$ cat src/rtl/arbiter_puf_pkg.sv
// Shared definitions for the arbiter-PUF controller.
//   state_e     : controller FSM states
//   lfsr_taps   : Fibonacci LFSR feedback mask for a given register length
//   vote_cnt_w  : width needed to count 0..n_vote
package arbiter_puf_pkg;

    typedef enum logic [2:0] {
        ST_IDLE   = 3'd0,
        ST_LOAD   = 3'd1,
        ST_LAUNCH = 3'd2,
        ST_SETTLE = 3'd3,
        ST_SAMPLE = 3'd4,
        ST_REARM  = 3'd5,
        ST_VOTE   = 3'd6,
        ST_DONE   = 3'd7
    } state_e;

    // Feedback mask for a right-shifting Fibonacci LFSR (new bit enters the MSB).
    // Polynomial tap x^k maps to state bit (len - k); x^len is always bit 0.
    // Example len=8: x^8+x^6+x^5+x^4+1 -> bits {0,2,3,4} = 8'h1D.
    function automatic logic [31:0] lfsr_taps(input int unsigned len);
        logic [31:0] m;
        case (len)
            32'd4:   m = 32'h0000_0003;
            32'd5:   m = 32'h0000_0005;
            32'd6:   m = 32'h0000_0003;
            32'd7:   m = 32'h0000_0003;
            32'd8:   m = 32'h0000_001D;
            32'd9:   m = 32'h0000_0011;
            32'd10:  m = 32'h0000_0009;
            32'd11:  m = 32'h0000_0005;
            32'd12:  m = 32'h0000_0941;
            32'd13:  m = 32'h0000_1601;
            32'd14:  m = 32'h0000_2A01;
            32'd15:  m = 32'h0000_0003;
            32'd16:  m = 32'h0000_100B;
            32'd17:  m = 32'h0000_0009;
            32'd18:  m = 32'h0000_0081;
            32'd19:  m = 32'h0006_2001;
            32'd20:  m = 32'h0000_0009;
            32'd21:  m = 32'h0000_0005;
            32'd22:  m = 32'h0000_0003;
            32'd23:  m = 32'h0000_0021;
            32'd24:  m = 32'h0000_0087;
            32'd25:  m = 32'h0000_0009;
            32'd26:  m = 32'h0310_0001;
            32'd27:  m = 32'h0640_0001;
            32'd28:  m = 32'h0000_0009;
            32'd29:  m = 32'h0000_0005;
            32'd30:  m = 32'h2500_0001;
            32'd31:  m = 32'h0000_0009;
            32'd32:  m = 32'hC000_0401;
            default: m = 32'h0000_0003;
        endcase
        return m;
    endfunction

    function automatic int unsigned vote_cnt_w(input int unsigned n_vote);
        return $clog2(n_vote + 32'd1);
    endfunction

endpackage

$ cat src/rtl/arbiter_puf_ctrl_race_chain.sv
// Mux race chain with arbiter flop and 2-flop synchroniser.
//   clk        : system clock (synchroniser domain)
//   rst_n      : asynchronous active-low reset
//   pulse_i    : launch pulse, driven into both rails
//   chal_i     : per-stage swap control (1 = cross the rails)
//   arb_sync_o : arbiter decision synchronised into clk
module race_chain #(
    parameter int unsigned C_LENGTH = 8
) (
    input  logic                clk,
    input  logic                rst_n,
    input  logic                pulse_i,
    input  logic [C_LENGTH-1:0] chal_i,
    output logic                arb_sync_o
);

    (* keep = "true", dont_touch = "true" *) logic rail_a_s;
    (* keep = "true", dont_touch = "true" *) logic rail_b_s;
    (* keep = "true", dont_touch = "true" *) logic arb_q;
    (* keep = "true", dont_touch = "true" *) logic [1:0] sync_q;

    // Mux stages: each stage either passes the rails straight or crosses them.
    always_comb begin
        logic a_v;
        logic b_v;
        logic na_v;
        logic nb_v;
        a_v = pulse_i;
        b_v = pulse_i;
        for (int i = 0; i < int'(C_LENGTH); i++) begin
            na_v = chal_i[i] ? b_v : a_v;
            nb_v = chal_i[i] ? a_v : b_v;
            a_v  = na_v;
            b_v  = nb_v;
        end
        rail_a_s = a_v;
        rail_b_s = b_v;
    end

    // Arbiter: rail A edge captures whether rail B already arrived.
    always_ff @(posedge rail_a_s or negedge rst_n) begin
        if (!rst_n) begin
            arb_q <= 1'b0;
        end else begin
            arb_q <= rail_b_s;
        end
    end

    // Two-flop synchroniser into the system clock domain.
    always_ff @(posedge clk or negedge rst_n) begin
        if (!rst_n) begin
            sync_q <= 2'b00;
        end else begin
            sync_q <= {sync_q[0], arb_q};
        end
    end

    assign arb_sync_o = sync_q[1];

endmodule

$ cat src/rtl/arbiter_puf_ctrl.sv
// Arbiter-PUF query engine: one start produces N_RESP majority-voted bits,
// each from N_VOTE races on an LFSR-derived challenge, plus an instability mask.
//   clk, rst_n            : clock, asynchronous active-low reset
//   start_i               : query request (accepted in IDLE only)
//   challenge_i           : LFSR seed (0 replaced by all-ones)
//   tm_en_i, tm_bit_i     : test mode, force race result
//   busy_o, done_o        : query in progress / one-cycle completion pulse
//   response_o, unstable_o: voted response and non-unanimous-vote mask
//   cur_chal_o            : challenge currently applied to the chain
module arbiter_puf_ctrl
    import arbiter_puf_pkg::*;
#(
    parameter int unsigned C_LENGTH   = 8,
    parameter int unsigned N_RESP     = 8,
    parameter int unsigned N_VOTE     = 5,
    parameter int unsigned SETTLE_CYC = 3
) (
    input  logic                clk,
    input  logic                rst_n,
    input  logic                start_i,
    input  logic [C_LENGTH-1:0] challenge_i,
    input  logic                tm_en_i,
    input  logic                tm_bit_i,
    output logic                busy_o,
    output logic                done_o,
    output logic [N_RESP-1:0]   response_o,
    output logic [N_RESP-1:0]   unstable_o,
    output logic [C_LENGTH-1:0] cur_chal_o
);

    localparam int unsigned VCW = vote_cnt_w(N_VOTE);
    localparam int unsigned SCW = $clog2(SETTLE_CYC);
    localparam int unsigned BW  = (N_RESP > 32'd1) ? $clog2(N_RESP) : 32'd1;
    localparam logic [C_LENGTH-1:0] TAP_MASK = C_LENGTH'(lfsr_taps(C_LENGTH));

    if ((N_VOTE % 32'd2) == 32'd0) begin : g_bad_vote
        $error("arbiter_puf_ctrl: N_VOTE must be odd");
    end
    if (SETTLE_CYC < 32'd3) begin : g_bad_settle
        $error("arbiter_puf_ctrl: SETTLE_CYC must be at least 3");
    end

    state_e              state_q, state_d;
    logic [SCW-1:0]      cnt_q, cnt_d;
    logic [VCW-1:0]      vote_q, vote_d;
    logic [VCW-1:0]      ones_q, ones_d;
    logic [BW-1:0]       bit_q, bit_d;
    logic [C_LENGTH-1:0] chal_q, chal_d;
    logic [N_RESP-1:0]   resp_q, resp_d;
    logic [N_RESP-1:0]   unst_q, unst_d;
    logic                pulse_q, pulse_d;
    logic                busy_q, busy_d;
    logic                done_q, done_d;
    logic                arb_sync_s;
    logic                race_bit_s;

    race_chain #(.C_LENGTH(C_LENGTH)) u_chain (
        .clk       (clk),
        .rst_n     (rst_n),
        .pulse_i   (pulse_q),
        .chal_i    (chal_q),
        .arb_sync_o(arb_sync_s)
    );

    // Test mode overrides the synchronised race result.
    assign race_bit_s = tm_en_i ? tm_bit_i : arb_sync_s;

    // Next-state and datapath logic of the query FSM.
    always_comb begin
        state_d = state_q;
        cnt_d   = cnt_q;
        vote_d  = vote_q;
        ones_d  = ones_q;
        bit_d   = bit_q;
        chal_d  = chal_q;
        resp_d  = resp_q;
        unst_d  = unst_q;
        pulse_d = pulse_q;
        case (state_q)
            ST_IDLE: begin
                if (start_i) begin
                    state_d = ST_LOAD;
                end else begin
                    state_d = ST_IDLE;
                end
            end
            ST_LOAD: begin
                // Zero would lock the LFSR, so it is replaced by all-ones.
                if (challenge_i == {C_LENGTH{1'b0}}) begin
                    chal_d = {C_LENGTH{1'b1}};
                end else begin
                    chal_d = challenge_i;
                end
                bit_d   = {BW{1'b0}};
                vote_d  = {VCW{1'b0}};
                ones_d  = {VCW{1'b0}};
                cnt_d   = {SCW{1'b0}};
                resp_d  = {N_RESP{1'b0}};
                unst_d  = {N_RESP{1'b0}};
                state_d = ST_LAUNCH;
            end
            ST_LAUNCH: begin
                pulse_d = 1'b1;
                cnt_d   = {SCW{1'b0}};
                state_d = ST_SETTLE;
            end
            ST_SETTLE: begin
                if (cnt_q == SCW'(SETTLE_CYC - 32'd1)) begin
                    cnt_d   = {SCW{1'b0}};
                    state_d = ST_SAMPLE;
                end else begin
                    cnt_d = cnt_q + SCW'(1);
                end
            end
            ST_SAMPLE: begin
                ones_d  = ones_q + {{(VCW-1){1'b0}}, race_bit_s};
                state_d = ST_REARM;
            end
            ST_REARM: begin
                pulse_d = 1'b0;
                if (cnt_q == SCW'(SETTLE_CYC - 32'd1)) begin
                    cnt_d = {SCW{1'b0}};
                    if (vote_q == VCW'(N_VOTE - 32'd1)) begin
                        vote_d  = {VCW{1'b0}};
                        state_d = ST_VOTE;
                    end else begin
                        vote_d  = vote_q + VCW'(1);
                        state_d = ST_LAUNCH;
                    end
                end else begin
                    cnt_d = cnt_q + SCW'(1);
                end
            end
            ST_VOTE: begin
                resp_d[bit_q] = (ones_q > VCW'(N_VOTE / 32'd2));
                unst_d[bit_q] = (ones_q != {VCW{1'b0}}) && (ones_q != VCW'(N_VOTE));
                chal_d        = {^(chal_q & TAP_MASK), chal_q[C_LENGTH-1:1]};
                ones_d        = {VCW{1'b0}};
                if (bit_q == BW'(N_RESP - 32'd1)) begin
                    state_d = ST_DONE;
                end else begin
                    bit_d   = bit_q + BW'(1);
                    state_d = ST_LAUNCH;
                end
            end
            ST_DONE: begin
                state_d = ST_IDLE;
            end
            default: begin
                state_d = ST_IDLE;
            end
        endcase
        // Status outputs are registered from the upcoming state so done
        // coincides with DONE and busy drops in the same cycle.
        busy_d = (state_d != ST_IDLE) && (state_d != ST_DONE);
        done_d = (state_d == ST_DONE);
    end

    // State and datapath registers; reset aborts a query immediately.
    always_ff @(posedge clk or negedge rst_n) begin
        if (!rst_n) begin
            state_q <= ST_IDLE;
            cnt_q   <= {SCW{1'b0}};
            vote_q  <= {VCW{1'b0}};
            ones_q  <= {VCW{1'b0}};
            bit_q   <= {BW{1'b0}};
            chal_q  <= {C_LENGTH{1'b0}};
            resp_q  <= {N_RESP{1'b0}};
            unst_q  <= {N_RESP{1'b0}};
            pulse_q <= 1'b0;
            busy_q  <= 1'b0;
            done_q  <= 1'b0;
        end else begin
            state_q <= state_d;
            cnt_q   <= cnt_d;
            vote_q  <= vote_d;
            ones_q  <= ones_d;
            bit_q   <= bit_d;
            chal_q  <= chal_d;
            resp_q  <= resp_d;
            unst_q  <= unst_d;
            pulse_q <= pulse_d;
            busy_q  <= busy_d;
            done_q  <= done_d;
        end
    end

    assign busy_o     = busy_q;
    assign done_o     = done_q;
    assign response_o = resp_q;
    assign unstable_o = unst_q;
    assign cur_chal_o = chal_q;

endmodule
$ cat config.mk
export PLATFORM = sky130hd
export DESIGN_NAME = arbiter_puf_ctrl
export DESIGN_NICKNAME = d
export VERILOG_FILES = /design/src/rtl/arbiter_puf_pkg.sv /design/src/rtl/arbiter_puf_ctrl_race_chain.sv /design/src/rtl/arbiter_puf_ctrl.sv
export SDC_FILE = /design/constraint.sdc
export NUM_CORES = 1
export LEC_CHECK = 0
export ABC_AREA = 1
export CORE_ASPECT_RATIO = 0.5
export CORE_MARGIN = 2
export CORE_UTILIZATION = 39
export DETAILED_ROUTE_END_ITERATION = 16
export PLACE_DENSITY = 0.6
export SETUP_SLACK_MARGIN = 0.3
export SLEW_MARGIN = 20
export SYNTH_ARGS = -nofsm -noshare
export SYNTH_HDL_FRONTEND = slang
export SYNTH_SLANG_ARGS = --single-unit
export TNS_END_PERCENT = 100
$ cat constraint.sdc
create_clock -name clk -period 1.8 [get_ports clk]
set_input_delay 0.54 -clock clk [delete_from_list [all_inputs] [get_ports clk]]
set_output_delay 0.54 -clock clk [all_outputs]
set_load 0.1 [all_outputs]
**After elaboration in Yosys (flattened, before gate mapping)**

Cells that the tools add are included.

- Add/sub/neg operators: 4
- Multiply operators: 0
- Div/mod/pow operators: 0
- Order comparisons: 3
- Eq/ne operators: 15
- Shifts and indexed selects: 0
- Muxes and demuxes: 24
- Bitwise logic cells: 0
- Reduce and logical (&&, ||, !) cells: 18

Operators by type and width:

| operator | count |
|---|---|
| 8-bit case mux with 2 select lines | 3 |
| 3-bit case mux with 8 select lines | 1 |
| 3-bit equality test (second input constant) | 7 |
| 3-bit 2-to-1 mux | 7 |
| 3-bit case mux with 2 select lines | 3 |
| 8-bit bitwise mux | 2 |
| 2-bit nonzero test | 5 |
| 8-bit zero test | 1 |
| 8-bit 2-to-1 mux | 1 |
| 8-bit XOR reduction | 1 |
| 3-bit by 1-bit adder with 3-bit output (second input constant) | 2 |
| 3-bit by 2-bit equality test with 1-bit output (second input constant) | 2 |
| 3-bit inequality test (second input constant) | 2 |
| 3-bit nonzero test | 2 |
| 2-bit OR reduction | 3 |
| 3-bit by 4-bit less-than comparator with 1-bit output (second input constant) | 1 |
| 2-bit inequality test (second input constant) | 2 |
| 2-bit case mux with 2 select lines | 1 |
| 2-bit AND reduction | 2 |
| 3-bit by 1-bit adder with 3-bit output | 1 |
| 1-bit demux with 3-bit select | 1 |
| 3-bit by 1-bit equality test with 1-bit output (second input constant) | 1 |
| 3-bit by 1-bit >= comparator with 1-bit output (second input constant) | 1 |
| 3-bit by 2-bit greater-than comparator with 1-bit output (second input constant) | 1 |
| 7 further kinds | 11 |

- Flip-flop bits (word level): 44
- Latch bits: 0
- Memory bits (writable): 0
- Memory bits (read-only): 0
- Output and inout port bits: 26
- Logic and storage cells: 77
- Memories: 0

**Depth between registers and ports, before layout**

- Depth in word-level cells: 6
- Mapped depth: 10

**By module**

A second synthesis with hierarchy kept.

- Cell total of the unflattened synthesis: 252
- Area, all modules: 2285.9 um2

Modules (own cells, without submodules):

| module | instances | cells each | area an instance (um2) | sequential area each (um2) |
|---|---|---|---|---|
| arbiter_puf_ctrl | 1 | 246 | 2188.3 | 1026.0 |
| race_chain | 1 | 6 | 97.6 | 75.1 |

==> results.toml <==
[setup_path]
critPathRequiredTime_ns = 1.26
r2r_setup_slack_ns = 0.36
reg2reg_to = "busy_o"
crit_type = "flip-flop to primary output"
worstPathCellList = "buf_12"
critPathMaxStageDelay_ns = 0.43
crit_slowest_cell = "dfrtp_1"
critPathBufInv = 1
reg2reg_from = "bit_q[0]"
cp_top_family = "flip-flops"
start_kind = "flip-flop"
crit_arrival_ns = 0.93
setup.worst_path.end_class = "primary output"
path_max_fanout = 3
cp-startpoint = "cur_chal_o[2]"
rr_worst_depth = 10

[cells_and_area]
fin_util = 0.5766
fin_area_um2 = 3126
area_growth_pct = 44.06
fin_nets = 301
fin_cells = 356
drive_gt1_frac = 0.2686
n_antenna_cell = 0

[placed_design]
dpl_cell_area_um2 = 2953
gp_congestion = 0.7917
pre_cts_slack_ns = -0.2367
port-buffer-count = 38
placed_cells = 346
hpwl_um = 3305

[hold_path]
hold_path_class = "input port to asynchronous set/reset pin"

[die]
die_w_um = 109.5
ios = 39
start_util = 0.4003
row_count = 19
dieArea_um2 = 6212
chipHeight_um = 56.74
core-area_um2 = 5420

[cts]
h-tree-depth = 2
cts_hold_buf = 0
clk_pin_slew_ns = 0.08
cts_root_buf = "clkbuf_8"
clk_latency_ns = 0.31
cts_max_path_buffers = 2
cts_buffers = 5
tritoncts = "built"

[global_routing]
grtUsageTotal = 0.1618
grt_pass1_wl_um = 7700
grt_max_degree = 26
grt_overflow = 0
grt_pass1_vias = 1671
antenna_found_initial = 0

[timing]
drv_slew = 0
setup_viol = 0
period_needed_ns = 1.474
holdWs_ns = 0.1833
unclocked_pins = 1
fmaxAchievable_mhz = 678.6
worst_slew_pin_slew_ns = 0.4799
setup_tns_ns = 0
finalCritPeriodShare = 0.8186
fin_skew_ns = 0.005527
hold_viol_final = 0
rsz0062_at_grt = "true"
setup_ws_ns = 0.3265
untimed_endpoints = 2
slew_headroom = 0.6801

[routing]
detail_route.wl_per_cell_um = 12.63
via_per_inst = 4.947
ant_nets = 0
wl_um = 4496
drc = 0
dr.pass1.iters = 4
vias = 1761
drtIter0Drc = 76

[power_and_ir_drop]
p_per_area_nw_per_um2 = 716.8
vdd_drop_max_mv = 1.169
p_leak_nw = 1.477
power_mw = 2.240

[yosys]
yosys_warnings = 0
synth_nets = 249
syn-instance-count = 230
synth_area_per_cell_um2 = 9.433
syn_area_um2 = 2170

[run]
maxCapViolations = 0

[status]
outcome = "complete, no violations"
layout by cell type, fill, tap and decap left out, types with 2 or more instances in the layout:
| cell | count |
|---|---|
| inv_1 | 23 |
| xnor2_1 | 2 |
| nand3_1 | 32 |
| dlymetal6s2s_1 | 8 |
| o21ai_0 | 19 |
| inv_2 | 5 |
| a21oi_1 | 7 |
| dfrtp_1 | 40 |
| dlygate4sd2_1 | 2 |
| nor2_8 | 2 |
| o211ai_1 | 3 |
| ha_1 | 2 |
| ha_4 | 2 |
| clkbuf_8 | 7 |
| nand4_1 | 6 |
| buf_12 | 27 |
| nand4_4 | 3 |
| nand2_1 | 29 |
| nor2_1 | 15 |
| buf_4 | 9 |
| o21ai_1 | 16 |
| o211ai_2 | 3 |
| nand2_2 | 2 |
| ha_2 | 2 |
| dfrtp_2 | 4 |
registers in the layout, summed over array words and instances, names as in the netlist:
register / cells
cur_chal_o: 8
response_o: 8
unstable_o: 8
bit_q: 3
ones_q: 3
state_q: 3
vote_q: 3
cnt_q: 2
u_chain.sync_q: 2
busy_o: 1
done_o: 1
pulse_q: 1
u_chain.arb_q: 1
layout make-up:
class                           count  area (µm²)
Fill cell                         472        2295
Sequential cell                    44        1106
Multi-Input combinational cell    153       958.4
Timing Repair Buffer               48       740.7
Inverter                           30       125.1
Clock buffer                        7       96.34
Tap cell                           73       91.34
Clock inverter                      1       7.507
what timing repair did:
item / in CTS / in global routing
endpoints found under the hold margin: 0 / 0
resized for setup: 10 / 14
setup endpoints to repair: 5 / 15
pin swaps: 3 / 10
buffers inserted: 2 / 0
where the power goes:
| group | switching [mW] | internal, mW | leakage, nW |
|---|---|---|---|
| clock | 0.347 | 0.349 | 0.0505 |
| sequential | 0.0439 | 1.00 | 0.551 |
| combinational | 0.318 | 0.182 | 0.876 |
| total | 0.709 | 1.53 | 1.48 |
layer usage:
metal / global-route usage / wire length (µm) / vias up
li1: - / - / 889
met3: 0.04297 / 178 / 7
met1: 0.2106 / 2118 / 830
met2: 0.2566 / 2118 / 35
met4: 0.06510 / 80 / 0
met5: 0 / 0 / -
worst max-delay path by stage:
stage	to	slack [ns]	depth (start not counted)
4_1_cts	cur_chal_o[2]	0.31	1
3_5_place_dp	ones_q[2]	-0.24	8
6_report	cur_chal_o[2]	0.33	1
5_1_grt	busy_o	0.24	10
2_1_floorplan	cur_chal_o[7]	0.28	5
3_3_place_gp	ones_q[2]	-0.21	8
(Power assumes the default switching activity.)
